### src/rtl/stream_fifo.sv
// First-word-fall-through valid/ready FIFO with occupancy count, almost flags and flush.
// Define STREAM_FIFO_PEAK_EN to build the peak-occupancy watermark register.
module stream_fifo #(
   parameter int  DEPTH         = 8,
   parameter int  WIDTH         = 8,
   parameter type DTYPE         = logic [WIDTH-1:0],
   parameter int  AFULL_THRESH  = DEPTH-2,
   parameter int  AEMPTY_THRESH = 1,
   localparam int CW            = $clog2(DEPTH+1)
) (
   input  logic          clk,
   input  logic          rst_n,
   input  logic          flush,
   input  logic          in_valid,
   output logic          in_ready,
   input  DTYPE          in_data,
   output logic          out_valid,
   input  logic          out_ready,
   output DTYPE          out_data,
   output logic [CW-1:0] count,
   output logic          almost_full,
   output logic          almost_empty,
   input  logic          peak_clr,
   output logic [CW-1:0] peak
);
   localparam int PW = $clog2(DEPTH);

   DTYPE          mem [DEPTH];
   logic [PW-1:0] rptr, wptr;
   logic [CW-1:0] count_nxt;
   logic          push, pop;

   // Pointers wrap explicitly so non-power-of-two depths work.
   function automatic logic [PW-1:0] ptr_inc(input logic [PW-1:0] p);
      return (p == PW'(DEPTH-1)) ? '0 : p + 1'b1;
   endfunction

   assign in_ready     = (count != CW'(DEPTH));
   assign out_valid    = (count != '0);
   assign out_data     = mem[rptr];
   assign push         = in_valid & in_ready;
   assign pop          = out_valid & out_ready;
   assign almost_full  = (count >= CW'(AFULL_THRESH));
   assign almost_empty = (count <= CW'(AEMPTY_THRESH));

   always_comb begin
      count_nxt = count;
      if (flush)
         count_nxt = '0;
      else begin
         case ({push, pop})
            2'b10:   count_nxt = count + 1'b1;
            2'b01:   count_nxt = count - 1'b1;
            default: count_nxt = count;
         endcase
      end
   end

   always_ff @(posedge clk or negedge rst_n) begin
      if (!rst_n) begin
         count <= '0;
         rptr  <= '0;
         wptr  <= '0;
      end else begin
         count <= count_nxt;
         if (flush) begin
            rptr <= '0;
            wptr <= '0;
         end else begin
            if (push) wptr <= ptr_inc(wptr);
            if (pop)  rptr <= ptr_inc(rptr);
         end
      end
   end

   // Flush only rewinds pointers; stale entries stay but are unreachable.
   always_ff @(posedge clk or negedge rst_n) begin
      if (!rst_n) begin
         for (int i = 0; i < DEPTH; i++) mem[i] <= '0;
      end else if (push && !flush) begin
         mem[wptr] <= in_data;
      end
   end

`ifdef STREAM_FIFO_PEAK_EN
   logic [CW-1:0] peak_q;

   always_ff @(posedge clk or negedge rst_n) begin
      if (!rst_n)
         peak_q <= '0;
      else if (peak_clr)
         peak_q <= count_nxt;
      else if (count_nxt > peak_q)
         peak_q <= count_nxt;
   end

   assign peak = peak_q;
`else
   logic unused_peak_clr;

   assign unused_peak_clr = peak_clr;
   assign peak            = '0;
`endif

endmodule

### config.mk
export PLATFORM = sky130hd
export DESIGN_NAME = stream_fifo
export DESIGN_NICKNAME = d
export VERILOG_FILES = /design/src/rtl/stream_fifo.sv
export SDC_FILE = /design/constraint.sdc
export NUM_CORES = 1
export LEC_CHECK = 0
export CORE_MARGIN = 2
export CORE_UTILIZATION = 40
export DETAILED_ROUTE_END_ITERATION = 8
export GPL_ROUTABILITY_DRIVEN = 1
export SKIP_LAST_GASP = 1
export SLEW_MARGIN = 20
export SYNTH_ARGS = -nofsm -noshare
export SYNTH_HDL_FRONTEND = slang
export SYNTH_SLANG_ARGS = --single-unit
### constraint.sdc
create_clock -name clk -period 2.09 [get_ports clk]
set_input_delay 0.418 -clock clk [delete_from_list [all_inputs] [get_ports clk]]
set_output_delay 0.418 -clock clk [all_outputs]
set_load 0.02 [all_outputs]
==> flow_summary.json <==
{
  "outcome": "finished with violations",
  "violations": "setup timing",
  "worst_path_most_repeated_cell": "sky130_fd_sc_hd__buf_6",
  "htree_levels": 3,
  "post_synth_inst_count": 259,
  "synth.yosys.warnings": 0,
  "vias": 2292,
  "critical_path_required_ns": 1.67,
  "grt_pass1_wl_mm": 12.6,
  "die_width_um": 101,
  "routed_wire_length_per_instance_um": 17.2,
  "layout-drive-gt1-share_pct": 51.9,
  "root_driver": "sky130_fd_sc_hd__clkbuf_8",
  "clkTransAtPathRegs_ns": 0.08,
  "rsz0062_at_grt": "true",
  "netlist_area_sq_um": 3730,
  "boundaryPins": 34,
  "timing.critical_path.fanout_max": 5,
  "final_net_count": 341,
  "report.final.hold_viol_count": 0,
  "max_freq_ghz": 0.433,
  "setup_total_negative_slack_ns": -1.67,
  "critical_path.cell_chain": "buf_6, buf_12, mux4_2, mux2_4, buf_6",
  "synthArstFlopShare_pct": 100,
  "drt-pass1-iter-count": 4,
  "final_critical_path_setup_slack_ns": -0.220,
  "synth-edff-count": 0,
  "maximum_number_of_pins_on_one_net_before_global_route_repair": 75,
  "drt_wl_total_mm": 7.47,
  "cts-buffers-inserted": 9,
  "worstHoldPathType": "in2async",
  "final-max-slew-violation-count": 0,
  "drt_iter0_markers": 96,
  "grt-ovfl-total": 0,
  "post_layout_nonfiller_instances": 435,
  "vdd_drop_max_mv": 0.541,
  "antenna-diode-count": 0,
  "via_per_inst": 5.27,
  "start_util_pct": 40.8,
  "criticalPathCategory": "reg2out",
  "clock_tree_from_tritoncts": "yes",
  "cellPowerDensity_nw_per_um2": 1060,
  "synthDistinctLibCells": 42,
  "timing.critical_path.slowest_cell_delay_ns": 0.50,
  "place_hpwl_mm": 4.86,
  "final_min_period_over_clock_period_pct": 111,
  "yosysSeqAreaShare_pct": 49.6,
  "grt_pass1_vias": 2330,
  "ys_ff_latch": 74,
  "chipHeight_um": 101,
  "dp.cells": 414,
  "insertion_delay_ns": 0.34,
  "port_buffers": 28,
  "fillers": 769,
  "static-leakage-power_nw": 2.21,
  "cts-root-to-sink-buffers": 2,
  "clock_sinks": 74,
  "r2r_end": "mem[49]$_DFFE_PN0P_",
  "start_kind": "flop",
  "worst_clock_skew_ns": 0.00717,
  "die_area_sq_um": 10100,
  "syn_avg_cell_area_sq_um": 14.4,
  "layout_min_cycle_time_ns": 2.31,
  "grt_antenna_before_repair": 0,
  "worst_r2r_startpoint": "count[2]$_DFFE_PN0P_",
  "post-route-drc-count": 0,
  "grt_use_total_pct": 16.4,
  "ant_nets": 0,
  "place_ws_ns": -0.236,
  "worst-endpoint-arrival_ns": 1.89,
  "timing.hold.ws_ns": 0.0896,
  "finalSetupViolations": 8,
  "worst-r2r-cell-count": 5,
  "cp_slowest_cell": "sky130_fd_sc_hd__mux4_2",
  "floorplan.rows": 35,
  "syn_to_final_growth_pct": 27.2,
  "place.gp.congestion": 0.739,
  "top_flip_flop_cell_by_instance_count_after_synthesis": "sky130_fd_sc_hd__dfrtp_1",
  "ff2ff_setup_slack_ns": 0.11,
  "design.core.area_sq_um": 9150,
  "critical_path.endpoint_type": "primary output",
  "max-cap-violations": 0
}
[logic make-up after synthesis]
kind of cell	after synthesis	share of synthesized area (%)
buffers and inverters	22	2.92
muxes	90	32.7
DFF	74	49.6
AOI/OAI and AO/OA	20	3.29
other	1	0.101
and+or+nand+nor	44	8.65
adders and majority gates	8	2.68
[metrics by stage]
step	power (mW)	util (%)	area (sq um)
6_report	5.01	51.8	4740
2_1_floorplan	2.88	-	3760
4_1_cts	4.87	50.6	4630
3_3_place_gp	3.41	47.7	4360
5_1_grt	5.29	51.8	4740
3_5_place_dp	3.43	47.7	4360
[Yosys cell counts (2+ instances only)]
cell type / number / share of area, %
sky130_fd_sc_hd__nand2_1: 14 / 1.4
sky130_fd_sc_hd__buf_1: 3 / 0.30
sky130_fd_sc_hd__a311oi_1: 3 / 0.70
sky130_fd_sc_hd__or3_1: 4 / 0.67
sky130_fd_sc_hd__nand3_1: 4 / 0.54
sky130_fd_sc_hd__inv_1: 4 / 0.40
sky130_fd_sc_hd__buf_2: 3 / 0.40
sky130_fd_sc_hd__buf_4: 4 / 0.80
sky130_fd_sc_hd__mux2i_1: 2 / 0.54
sky130_fd_sc_hd__o21ai_0: 4 / 0.54
sky130_fd_sc_hd__mux4_2: 16 / 9.7
sky130_fd_sc_hd__ha_1: 8 / 2.7
sky130_fd_sc_hd__nor3b_4: 2 / 1.0
sky130_fd_sc_hd__dfrtp_1: 74 / 50
sky130_fd_sc_hd__nor2_1: 3 / 0.30
sky130_fd_sc_hd__mux2_2: 64 / 19
sky130_fd_sc_hd__clkbuf_1: 7 / 0.70
sky130_fd_sc_hd__nand3b_2: 2 / 0.60
sky130_fd_sc_hd__a21oi_1: 8 / 1.1
sky130_fd_sc_hd__mux2_4: 8 / 3.2
[worst max-delay path, delay by kind of cell, from the launching register on]
family                 cells  cell delay [ns]
DFF                        1             0.37
buffers and inverters      3             0.38
muxes                      2             0.79
[report_power, final]
| part | leakage, nW | internal, mW | switching, mW |
|---|---|---|---|
| Sequential | 0.979 | 1.69 | 0.149 |
| Clock | 0.129 | 0.913 | 0.534 |
| Combinational | 1.10 | 1.00 | 0.719 |
[area by class of cell]
type / count / area, sq um / area share, %
Clock buffer: 9 / 124 / 2.61
Clock inverter: 7 / 141 / 2.98
Inverter: 4 / 15.0 / 0.316
Multi-Input combinational cell: 166 / 1820 / 38.4
Sequential cell: 74 / 1860 / 39.1
Tap cell: 111 / 139 / 2.93
Timing Repair Buffer: 64 / 648 / 13.7
[worst max-delay path by stage]
stage | start | endpoint | slack [ns]
after detailed placement | rptr[0]$_DFFE_PN0P_ | out_data[2] | -0.24
after global routing | rptr[0]$_DFFE_PN0P_ | out_data[4] | -0.28
after floorplan | count[1]$_DFFE_PN0P_ | mem[48]$_DFFE_PN0P_ | -0.004
after global placement | rptr[0]$_DFFE_PN0P_ | out_data[4] | -0.24
after CTS | rptr[0]$_DFFE_PN0P_ | out_data[4] | -0.25
final | rptr[0]$_DFFE_PN0P_ | out_data[4] | -0.22
[sequential cells by signal, summed over array words and instances (netlist names)]
register	cells
rptr	3
mem	64
count	4
wptr	3
[metal layers]
metal	up-vias	wire, um	track usage, %
met3	9	228	4.30
met1	1169	3680	24.0
met4	0	93	3.79
li1	1075	-	-
met5	-	0	0
met2	39	3470	24.4
[cells in the final DEF, fill, tap and decap left out, drive strengths merged, types with 2 or more instances in the layout]
cell,n
dfrtp,74
nand4b,2
nor4b,2
a21oi,8
bufinv,4
mux2,72
clkdlybuf4s50,15
or3,4
conb,4
inv,4
nand3,5
a311oi,3
ha,8
clkinv,2
nand3b,3
nand2,15
clkbuf,10
mux4,16
buf,44
nor3b,2
dlygate4sd2,3
o21ai,5
nor2,4
mux2i,2
[repair_timing]
action / CTS / global route
hold buffers: 0 / 0
resized for setup: 38 / 31
cloned: 1 / 1
buffers inserted: 3 / 1
setup endpoints to repair: 12 / 11
hold endpoints to repair: 0 / 0
Note: power is estimated with default switching activity, not from simulation.
